===== config.mk =====
export PLATFORM = sky130hd
export DESIGN_NAME = regfile_access_ctrl_flat
export DESIGN_NICKNAME = d
export VERILOG_FILES = /design/src/rtl/regfile_access_ctrl_if.sv /design/src/rtl/regfile_access_ctrl.sv /design/src/flat_wrapper.sv
export SDC_FILE = /design/constraint.sdc
export NUM_CORES = 1
export LEC_CHECK = 0
export ABC_CLOCK_PERIOD_IN_PS = 1600
export CAP_MARGIN = 5
export CORE_ASPECT_RATIO = 1.5
export CORE_MARGIN = 8
export CORE_UTILIZATION = 39
export DETAILED_ROUTE_END_ITERATION = 12
export PLACE_DENSITY = 0.76
export REMOVE_ABC_BUFFERS = 1
export SLEW_MARGIN = 20
export SYNTH_ARGS = -nofsm -noshare
export SYNTH_HDL_FRONTEND = slang
export SYNTH_SLANG_ARGS = --single-unit

===== constraint.sdc =====
create_clock -name clk -period 1.6 [get_ports clk]
set_input_delay 0.24 -clock clk [delete_from_list [all_inputs] [get_ports clk]]
set_output_delay 0.24 -clock clk [all_outputs]
set_load 0.02 [all_outputs]

===== src/rtl/regfile_access_ctrl_if.sv =====
// regfile_access_ctrl_if: one requester's access port into the register-file
// access controller. The requester drives the master side (request, write
// enable, addresses, write data); the controller drives the slave side
// (grant, read-valid pulse, registered read data).
interface regfile_access_ctrl_if #(
  parameter int AW = 5,
  parameter int DW = 32
) ();

  logic          req;
  logic          we;
  logic [AW-1:0] rs1;
  logic [AW-1:0] rs2;
  logic [AW-1:0] rd;
  logic [DW-1:0] wdata;
  logic          gnt;
  logic          rvalid;
  logic [DW-1:0] rv1;
  logic [DW-1:0] rv2;

  modport master (
    output req, we, rs1, rs2, rd, wdata,
    input  gnt, rvalid, rv1, rv2
  );

  modport slave (
    input  req, we, rs1, rs2, rd, wdata,
    output gnt, rvalid, rv1, rv2
  );

endinterface


===== src/rtl/regfile_access_ctrl.sv =====
// regfile_access_ctrl: shares a 2-read/1-write register file between two
// requesters (A = core datapath, B = debug/host port). One access (two reads
// plus an optional write) is granted per cycle under round-robin arbitration;
// read data is captured at the grant edge and returned one cycle later with a
// single-cycle rvalid pulse. Writes to register 0 are suppressed.
//
// Build option: define REGFILE_ACCESS_CTRL_INIT_EN to add a post-reset sweep
// that writes INIT_VAL to every register before the first grant (busy is high
// during the sweep). Without it, the controller arbitrates straight out of
// reset and busy is tied low.
module regfile_access_ctrl #(
  parameter int            NREG     = 32,
  parameter int            AW       = 5,
  parameter int            DW       = 32,
  parameter logic [DW-1:0] INIT_VAL = '0
) (
  input  logic          clk,
  input  logic          rst,
  regfile_access_ctrl_if.slave a,
  regfile_access_ctrl_if.slave b,
  output logic [AW-1:0] rf_rs1,
  output logic [AW-1:0] rf_rs2,
  output logic [AW-1:0] rf_rd,
  output logic [DW-1:0] rf_indata,
  output logic          rf_we,
  input  logic [DW-1:0] rf_rv1,
  input  logic [DW-1:0] rf_rv2,
  output logic          busy
);

`ifdef REGFILE_ACCESS_CTRL_INIT_EN
  localparam logic [AW-1:0] LAST_REG = AW'(NREG - 1);

  typedef enum logic {ST_INIT, ST_ARB} state_t;

  state_t        state;
  logic [AW-1:0] init_cnt;
  logic          in_init;

  assign in_init = (state == ST_INIT);
  assign busy    = in_init;
`else
  logic in_init;

  assign in_init = 1'b0;
  assign busy    = 1'b0;
`endif

  // Round-robin pointer: set when B won the most recent grant.
  logic last_b;
  logic pick_a;
  logic pick_b;

  // Last values presented on the regfile pins, so idle cycles park the bus.
  logic [AW-1:0] hold_rs1;
  logic [AW-1:0] hold_rs2;
  logic [AW-1:0] hold_rd;
  logic [DW-1:0] hold_indata;

  // Winner selection: a lone requester wins; on a tie the non-last winner wins.
  always_comb begin
    // NOTE: every output of a combinational block gets a default first so no
    // path leaves it unassigned and no latch is inferred.
    pick_a = 1'b0;
    pick_b = 1'b0;
    if (!rst && !in_init) begin
      if (a.req && (!b.req || last_b)) begin
        pick_a = 1'b1;
      end else if (b.req) begin
        pick_b = 1'b1;
      end
    end
  end

  assign a.gnt = pick_a;
  assign b.gnt = pick_b;

  // Regfile pin mux: sweep write, winner's fields, or parked idle bus.
  always_comb begin
    rf_rs1    = hold_rs1;
    rf_rs2    = hold_rs2;
    rf_rd     = hold_rd;
    rf_indata = hold_indata;
    rf_we     = 1'b0;
`ifdef REGFILE_ACCESS_CTRL_INIT_EN
    if (in_init) begin
      rf_rd     = init_cnt;
      rf_indata = INIT_VAL;
      rf_we     = !rst;
    end
`endif
    if (pick_a) begin
      rf_rs1    = a.rs1;
      rf_rs2    = a.rs2;
      rf_rd     = a.rd;
      rf_indata = a.wdata;
      rf_we     = a.we && (a.rd != '0);
    end else if (pick_b) begin
      rf_rs1    = b.rs1;
      rf_rs2    = b.rs2;
      rf_rd     = b.rd;
      rf_indata = b.wdata;
      rf_we     = b.we && (b.rd != '0);
    end
  end

  // Sweep FSM, arbitration pointer, bus parking and read-data return.
  always_ff @(posedge clk) begin
    // NOTE: state is updated with non-blocking assignments so every register
    // samples the pre-edge values regardless of statement order.
    if (rst) begin
`ifdef REGFILE_ACCESS_CTRL_INIT_EN
      state    <= ST_INIT;
      init_cnt <= '0;
`endif
      last_b      <= 1'b1;
      hold_rs1    <= '0;
      hold_rs2    <= '0;
      hold_rd     <= '0;
      hold_indata <= INIT_VAL;
      a.rvalid    <= 1'b0;
      b.rvalid    <= 1'b0;
      a.rv1       <= '0;
      a.rv2       <= '0;
      b.rv1       <= '0;
      b.rv2       <= '0;
    end else begin
`ifdef REGFILE_ACCESS_CTRL_INIT_EN
      if (state == ST_INIT) begin
        init_cnt <= init_cnt + 1'b1;
        if (init_cnt == LAST_REG) begin
          state <= ST_ARB;
        end
      end
`endif
      hold_rs1    <= rf_rs1;
      hold_rs2    <= rf_rs2;
      hold_rd     <= rf_rd;
      hold_indata <= rf_indata;
      a.rvalid    <= pick_a;
      b.rvalid    <= pick_b;
      // Asynchronous regfile read seen before the edge is the pre-write value.
      if (pick_a) begin
        a.rv1  <= rf_rv1;
        a.rv2  <= rf_rv2;
        last_b <= 1'b0;
      end
      if (pick_b) begin
        b.rv1  <= rf_rv1;
        b.rv2  <= rf_rv2;
        last_b <= 1'b1;
      end
    end
  end

endmodule


===== src/flat_wrapper.sv =====
// flat-port wrapper written by rule: the top's interface ports become plain ports
module regfile_access_ctrl_flat 
#(
  parameter int            NREG     = 32,
  parameter int            AW       = 5,
  parameter int            DW       = 32,
  parameter logic [DW-1:0] INIT_VAL = '0
)
  (clk, rst, rf_rs1, rf_rs2, rf_rd, rf_indata, rf_we, rf_rv1, rf_rv2, busy, a_req, a_we, a_rs1, a_rs2, a_rd, a_wdata, a_gnt, a_rvalid, a_rv1, a_rv2, b_req, b_we, b_rs1, b_rs2, b_rd, b_wdata, b_gnt, b_rvalid, b_rv1, b_rv2);
  regfile_access_ctrl_if #(.AW(AW), .DW(DW)) a_i ();
  regfile_access_ctrl_if #(.AW(AW), .DW(DW)) b_i ();
  input  logic clk;
  input  logic rst;
  output logic [AW-1:0] rf_rs1;
  output logic [AW-1:0] rf_rs2;
  output logic [AW-1:0] rf_rd;
  output logic [DW-1:0] rf_indata;
  output logic rf_we;
  input  logic [DW-1:0] rf_rv1;
  input  logic [DW-1:0] rf_rv2;
  output logic busy;
  input wire logic [$bits(a_i.req)-1:0] a_req;
  input wire logic [$bits(a_i.we)-1:0] a_we;
  input wire logic [$bits(a_i.rs1)-1:0] a_rs1;
  input wire logic [$bits(a_i.rs2)-1:0] a_rs2;
  input wire logic [$bits(a_i.rd)-1:0] a_rd;
  input wire logic [$bits(a_i.wdata)-1:0] a_wdata;
  output wire logic [$bits(a_i.gnt)-1:0] a_gnt;
  output wire logic [$bits(a_i.rvalid)-1:0] a_rvalid;
  output wire logic [$bits(a_i.rv1)-1:0] a_rv1;
  output wire logic [$bits(a_i.rv2)-1:0] a_rv2;
  input wire logic [$bits(b_i.req)-1:0] b_req;
  input wire logic [$bits(b_i.we)-1:0] b_we;
  input wire logic [$bits(b_i.rs1)-1:0] b_rs1;
  input wire logic [$bits(b_i.rs2)-1:0] b_rs2;
  input wire logic [$bits(b_i.rd)-1:0] b_rd;
  input wire logic [$bits(b_i.wdata)-1:0] b_wdata;
  output wire logic [$bits(b_i.gnt)-1:0] b_gnt;
  output wire logic [$bits(b_i.rvalid)-1:0] b_rvalid;
  output wire logic [$bits(b_i.rv1)-1:0] b_rv1;
  output wire logic [$bits(b_i.rv2)-1:0] b_rv2;
  assign a_i.req = a_req;
  assign a_i.we = a_we;
  assign a_i.rs1 = a_rs1;
  assign a_i.rs2 = a_rs2;
  assign a_i.rd = a_rd;
  assign a_i.wdata = a_wdata;
  assign a_gnt = a_i.gnt;
  assign a_rvalid = a_i.rvalid;
  assign a_rv1 = a_i.rv1;
  assign a_rv2 = a_i.rv2;
  assign b_i.req = b_req;
  assign b_i.we = b_we;
  assign b_i.rs1 = b_rs1;
  assign b_i.rs2 = b_rs2;
  assign b_i.rd = b_rd;
  assign b_i.wdata = b_wdata;
  assign b_gnt = b_i.gnt;
  assign b_rvalid = b_i.rvalid;
  assign b_rv1 = b_i.rv1;
  assign b_rv2 = b_i.rv2;
  regfile_access_ctrl #(.NREG(NREG), .AW(AW), .DW(DW), .INIT_VAL(INIT_VAL)) u_core (.clk(clk), .rst(rst), .a(a_i), .b(b_i), .rf_rs1(rf_rs1), .rf_rs2(rf_rs2), .rf_rd(rf_rd), .rf_indata(rf_indata), .rf_we(rf_we), .rf_rv1(rf_rv1), .rf_rv2(rf_rv2), .busy(busy));
endmodule

=== Word level (Yosys, flattened, before mapping) ===
Index checks and enable logic that the tools add are counted.
Widths: inputs -> output; s select.

* Latch bits: 0
* Memory bits (writable): 0
* Memories kept: 0
* Bits in read-only memories: 0
* Output and inout port bits: 181
* Word-level logic and storage cells: 34
* Input bits: 164
* Bits in registers: 178

* Div/mod/pow operators: 0
* Shift operators: 0
* Bitwise gates (word level): 0
* Add/sub/neg operators: 0
* Multiplexer cells: 15
* $mul: 0
* Eq/ne operators: 0
* Reductions and logical operators: 8
* Order comparisons: 0

{| class="wikitable"
|+ Operator list
! operator !! number
|-
| $mux 32 || 2
|-
| $mux 5 || 6
|-
| $reduce_bool 5->1 || 2
|-
| $mux 1 || 7
|-
| $logic_and 1x1->1 || 3
|-
| $reduce_or 2->1 || 1
|-
| $logic_not 1->1 || 1
|-
| $logic_or 1x1->1 || 1
|}

=== Longest topological paths before layout ===
* Depth in word-level cells: 7
* Mapped depth: 7
* Gate-level depth less buffers: 3

=== Worst setup path after synthesis ===
OpenSTA, ideal clock, no wires.

* Path kind: input-to-output
* From: input port b_req
* To: output port rf_indata[13]
* Data required time: 1.360 ns
* Arrival time: 1.345 ns
* Path buffers: 3
* Setup slack: 0.015 ns
* Stages on the path: 6
* Path through: buf_4 and2b_2 nor3_2 buf_4 buf_4 a221o_1

* Longest elaborated chain between the ends: 7
* Elaborated cells on any way between the ends: 10
* Classes of those cells: mux (7); reduce/logical (3)

{| class="wikitable"
|+ Ends and longest elaborated chain
! what !! line !! source
|-
| from (decl) || flat_wrapper.sv:32 || <nowiki>input wire logic [$bits(b_i.req)-1:0] b_req;</nowiki>
|-
| $logic_not 1->1 || regfile_access_ctrl.sv:67 || <nowiki>if (a.req && (!b.req || last_b)) begin</nowiki>
|-
| $logic_or 1x1->1 || regfile_access_ctrl.sv:67 ||
|-
| $logic_and 1x1->1 || regfile_access_ctrl.sv:67 ||
|-
| $mux 1 || regfile_access_ctrl.sv:67 ||
|-
| $mux 1 || regfile_access_ctrl.sv:66 || <nowiki>if (!rst && !in_init) begin</nowiki>
|-
| $mux 32 || regfile_access_ctrl.sv:98 || <nowiki>end else if (pick_b) begin</nowiki>
|-
| $mux 32 (*) || regfile_access_ctrl.sv:92 || <nowiki>if (pick_a) begin</nowiki>
|-
| to (decl) || flat_wrapper.sv:17 || <nowiki>output logic [DW-1:0] rf_indata;</nowiki>
|}

Every way passes the cells marked *; elsewhere a longest branch is shown, timed or not.

=== Final worst setup path ===
* From: register u_core.last_b
* To: output port rf_indata[9]

* Longest elaborated chain between the ends: 6
* Elaborated cells on any way between the ends: 8
* Classes of those cells: mux (6); reduce/logical (2)

{| class="wikitable"
|+ Ends and longest elaborated chain
! what !! line !! source
|-
| from (decl) || regfile_access_ctrl.sv:50 || <nowiki>logic last_b;</nowiki>
|-
| from (signal assigned) || regfile_access_ctrl.sv:116 || <nowiki>last_b <= 1'b1;</nowiki>
|-
| from (signal assigned) || regfile_access_ctrl.sv:146 || <nowiki>last_b <= 1'b0;</nowiki>
|-
| from (signal assigned) || regfile_access_ctrl.sv:151 || <nowiki>last_b <= 1'b1;</nowiki>
|-
| $logic_or 1x1->1 (*) || regfile_access_ctrl.sv:67 ||
|-
| $logic_and 1x1->1 (*) || regfile_access_ctrl.sv:67 ||
|-
| $mux 1 || regfile_access_ctrl.sv:67 ||
|-
| $mux 1 || regfile_access_ctrl.sv:66 ||
|-
| $mux 32 || regfile_access_ctrl.sv:98 ||
|-
| $mux 32 (*) || regfile_access_ctrl.sv:92 ||
|}

Marked as above.

==> metrics.txt <==
total number of yosys warnings=0; startpoint type of the worst setup path=flip-flop; CP peak stage delay=0.34 ns; initial drt markers=527; status=finished with violations; DR vias/cell=5.71; slew at the pin closest to its max-slew limit=0.911 ns; Slew Limit Fails=0; Detailed Routing Iterations Pass 1=5; sequential fraction of design power=40.8%; IO Pins=345; flops & latches, synth=178; P_sw=3.54 mW; Final Power=11.9 mW; max cap viols=0; layout cells sized above 1=15.8%; Clk pwr share=35.4%; Int Power=8.34 mW; global-route wire length before repair=46700 um; Starting Density=39.7%; Post-DP HPWL=19800 um; Synth cell types=29; clock tree buffer depth=2; RSZ-0062 raised after global routing=yes; Mapped Area=7610 um2; Fin. Hold Viols=0; CP max-delay cell=a221o_1; Leakage=5.33 nW; Die X-Extent=130 um; sequential area share after synthesis=46.8%; fmax=482 MHz; failing checks=negative setup slack; Cells after Synth=839; Port-buffer cells=343; CP delay by family, top=buffers and inverters; commonest non-fill, non-tap cells in the layout=dfxtp_1, clkdlybuf4s50_1, dlygate4sd2_1, nor3_1, buf_4; Final setup violation count=93; Clock Root Buffer=clkbuf_16; # hold bufs at CTS=0; skew final=0.0160 ns; clk sinks=178; most common cell after layout, fill and taps aside=dfxtp_1; vias in the first global route=8494; WL/cell=21.1 um; cells along the critical path=and2b_4 -> nor3_4 -> buf_4 -> buf_12 -> a221o_1 -> buf_6; Area Overhead vs Synth=62.4%; Logic pwr share=23.8%; worst skew pair latency=0.43 ns; Crit Path Class=flip-flop to output pin; sw frac=29.8%; setup TNS=-21.80 ns; Core Footprint=19200 um2; Post-DP Area=11700 um2; clock slew at reported path FFs=0.07 ns; Worst IR Drop VDD=0.000568 V; Critical Path RT=1.36 ns; drc violations=0; antenna violations before repair=2; total track usage=24.1%; largest net degree at the start of global routing=113; vias post-DR=8366; routability cong.=0.793; DIE HEIGHT=187 um; routed wire length=30900 um; CTS tree=done; post-route ant nets=0; GRT overflow=0; Slew HR=39.3%; Critical Path AT=1.83 ns; CTS Buf Count=17; syn_area_per_cell=9.07 um2; flop-to-flop setup slack=-0.09 ns; crit end category=output pin; final net count=1359; Power Density=962 nW/um2; crit path time final=2.07 ns; Worst Slack Setup Final=-0.474 ns; Place WS=-0.752 ns; H-Tree Depth=4; Final period util=130%; Die ar.=24300 um2; peak fanout along the critical path=19; final instance area=12400 um2; worst hold path type=primary input to flip-flop; WP buf/inv=3; Rows=62
==> power by group through the flow <==
stage               clock (mW)  combinational (mW)  sequential [mW]
floorplan                    0               0.939             5.17
global placement             0                2.84             4.94
detailed placement           0                2.87             4.95
CTS                       4.27                2.79             4.84
global route              4.45                3.02             4.88
finish                    4.21                2.83             4.85
==> repair_timing <==
item	CTS	global route
buffers inserted	3	1
pin swaps	37	1
cloned	2	4
setup endpoints to repair	332	212
resized for setup	413	17
==> per-stage QoR <==
stage | utilization (%) | instances | hold slack (ns)
6_report | 64.5 | 1465 | 0.147
5_1_grt | 64.5 | 1465 | 0.142
4_1_cts | 63.6 | 1458 | 0.134
3_5_place_dp | 61.0 | 1422 | 0.454
3_3_place_gp | 61.0 | 1422 | 0.455
2_1_floorplan | - | 735 | 0.309
==> path summary, 6_finish.rpt <==
| path | start | to | cells after the start |
|---|---|---|---|
| worst max-delay path | u_core.last_b$_SDFFE_PP1P_ | rf_indata[9] | 6 |
| worst max register to register | u_core.last_b$_SDFFE_PP1P_ | u_core.a.rv2[26]$_SDFFE_PP0P_ | 4 |
| worst min register to register | u_core.b.rv1[13]$_SDFFE_PP0N_ | u_core.b.rv1[13]$_SDFFE_PP0N_ | 1 |
| worst min-delay path | rst | u_core.a.rv2[30]$_SDFFE_PP0P_ | 3 |
==> registers in the layout, indices dropped and copies added (netlist names) <==
signal              flops
u_core.a.rv1           32
u_core.hold_rs1         5
u_core.hold_indata     32
u_core.hold_rs2         5
u_core.b.rv1           32
u_core.a.rv2           32
u_core.last_b           1
u_core.a.rvalid         1
u_core.hold_rd          5
u_core.b.rvalid         1
u_core.b.rv2           32
==> cells in the mapped netlist, drive strengths merged <==
cell | n | share of area (%)
a21oi | 65 | 4.3
a221o | 47 | 6.2
a221oi | 47 | 5.4
a22o | 64 | 7.4
a32o | 1 | 0.13
and2 | 47 | 3.9
and2b | 1 | 0.12
and3b | 2 | 0.23
buf | 43 | 3.1
clkbuf | 61 | 3.0
conb | 1 | 0.049
dfxtp | 178 | 47
inv | 2 | 0.099
nand2 | 2 | 0.099
nand2b | 1 | 0.082
nand3 | 64 | 4.2
nor2 | 1 | 0.049
nor2b | 47 | 3.9
nor3 | 97 | 6.4
o21a | 1 | 0.099
o21ai | 65 | 4.3
o21bai | 1 | 0.099
or4 | 1 | 0.099
==> layout make-up <==
type	instances	area, um2
diodes	2	5.00
repair buffers	441	4260
flip-flops and latches	178	3560
inverters	2	8.76
clock buffers	17	425
multi-input cells	555	3610
well taps	256	320
clock inverters	14	165
fillers	1643	6800
==> per-layer routing <==
| metal | global-route usage (%) | part of all wire [%] |
|---|---|---|
| met1 | 27.3 | 37 |
| met2 | 40.2 | 50 |
| met3 | 7.42 | 8.8 |
| met4 | 10.5 | 3.5 |
| met5 | 0 | 0 |
==> worst reg2reg max path, cell delays in order, from the launching register on <==
cell and delay (ns):
dfxtp_2 0.32, and2b_4 0.26, clkbuf_8 0.59, o21ai_0 0.27, a21oi_1 0.19
==> cells by family (layout without fill, tap and decap cells) <==
family | count (synthesis) | in the layout | share of synthesized area [%]
simple gates | 263 | 263 | 19.1
flops | 178 | 178 | 46.8
buf+inv | 106 | 474 | 6.22
other cells | 1 | 3 | 0.0493
compound gates | 291 | 291 | 27.8
No activity file was read; power rests on OpenSTA's default activity.
==> edit, RTL diff (config.mk and constraints unchanged) <==
Build with the macro `REGFILE_ACCESS_CTRL_INIT_EN` defined.
--- a/src/rtl/regfile_access_ctrl.sv
+++ b/src/rtl/regfile_access_ctrl.sv
@@ -8,6 +8,8 @@
 // that writes INIT_VAL to every register before the first grant (busy is high
 // during the sweep). Without it, the controller arbitrates straight out of
 // reset and busy is tied low.
+`define REGFILE_ACCESS_CTRL_INIT_EN
+
 module regfile_access_ctrl #(
   parameter int            NREG     = 32,
   parameter int            AW       = 5,
Behaviour: not the same (Yosys sat finds a counterexample within 4 cycles, from zero or initial values and one cycle with rst high).
==> edit against the original RTL <==
  * The run still ends with negative setup slack left
  * Setup slack got worse by 210 ps
  * Wire length increased by 11%
  * Register-to-register slack got worse by 100 ps
  * Sequential cell count increased by 6
  * Synthesized area decreased by 2.2%
  * Final area increased by 8.4%
Power is not compared: it rests on default switching activity, and its combinational part moved more than twofold at a synthesized area within 25%.
==> edit: results (changes against the original RTL) <==
stage;metric;value;unit;change
run_status;status;finished with violations;;unchanged
run_status;failing checks;negative setup slack;;unchanged
worst_hold_path;Worst Hold Path EP;u_core.hold_indata[29]$_SDFF_PP0_;;was u_core.a.rv2[30]$_SDFFE_PP0P_
logic_synthesis;Synth Area in Compound Gates;11.2;%;was 27.8%
grt;first-pass GRT wire length;47.7;mm;was 46.7 mm
grt;vias in the first global route;8704;;was 8494
route;M1 WL;11.8;mm;was 11.5 mm
placement;Post-DP Area;11800;µm²;was 11700 µm²
timing;Fin Setup TNS;-25980;ps;was -21800 ps
logic_synthesis;Post-Synth Adder-Cell Area;0.336;%;was 0%
grt;antenna violations before repair;1;;was 2
placement;hpwl dp;20.7;mm;was 19.8 mm
final_layout;filler instances;1444;;was 1643
logic_synthesis;synth cell count leaders;nand2_1, dfxtp_1, nand3b_1;;was dfxtp_1, nor3_1, a21oi_1, o21ai_0
final_layout;Final Net Count;1518;;was 1359
grt;largest net degree at the start of global routing;92;;was 113
grt;all-layer global routing usage;25.6;%;was 24.1%
route;Routed WL;34.2;mm;was 30.9 mm
final_layout;share of layout cells above drive strength 1;24.8;%;was 15.8%
route;Initial DRC Count;711;;was 527
critical_path;crit path launch;u_core.state$_SDFF_PP0_;;was u_core.last_b$_SDFFE_PP1P_
critical_path;worst reg2reg path depth;11;;was 4
logic_synthesis;distinct cell type count after synthesis;35;;was 29
timing;Worst slew margin;57.0;%;was 39.3%
timing;Final setup violation count;62;;was 93
critical_path;Crit path largest cell delay;470;ps;was 340 ps
timing;PnR worst setup slack;-682;ps;was -474 ps
timing;hold slack;314;ps;was 147 ps
logic_synthesis;xor/xnor share of the synthesized area;0.353;%;was 0%
edit: report_power, final:
group | switching (W) | leakage [nW] | internal (W) | total, W
clock | 0.00201 | 0.278 | 0.00211 | 0.00412
sequential | 0.0000126 | 1.48 | 0.00459 | 0.00460
combinational | 0.000299 | 4.80 | 0.000528 | 0.000827
edit: area by class of cell:
| type | instances | area (µm²) | area share, % |
|---|---|---|---|
| Antenna cell | 1 | 2.50 | 0.0187 |
| Clock buffer | 18 | 439 | 3.28 |
| Clock inverter | 14 | 134 | 0.999 |
| Inverter | 16 | 72.6 | 0.542 |
| Multi-Input combinational cell | 624 | 3770 | 28.1 |
| Sequential cell | 184 | 3690 | 27.5 |
| Tap cell | 256 | 320 | 2.39 |
| Timing Repair Buffer | 509 | 4970 | 37.1 |
edit: repair_timing:
item	in CTS	in global routing
setup endpoints to repair	290	182
pin swaps	39	21
buffers inserted	46	10
cloned	8	9
resized for setup	494	84
edit: stage by stage:
step                power (W)  setup WS (ps)  std cells  utilization [%]
floorplan             0.00484          -3120        824                -
global placement      0.00545           -954       1539             62.3
detailed placement    0.00545           -987       1539             62.3
CTS                   0.00957           -600       1616             68.4
global route          0.00984           -774       1622             70.8
finish                0.00954           -682       1622             70.8
edit: logic make-up (layout without fill, tap and decap cells):
group	Yosys count	in the layout
mux	2	2
simple gates	506	506
buf+inv	90	557
fa+ha+maj	2	2
xor+xnor	3	3
compound gates	111	111
other cells	0	1
flops	184	184
edit: worst min-delay path: cells and delay by family:
kind          cells  cell delay [ps]
buf+inv           3              390
simple gates      1               60
edit: metal layers:
layer / vias up / track usage [%]
met2: 469 / 44.3
met1: 4072 / 25.6
met5: - / 0
met4: 0 / 17.0
li1: 3941 / -
met3: 139 / 8.47
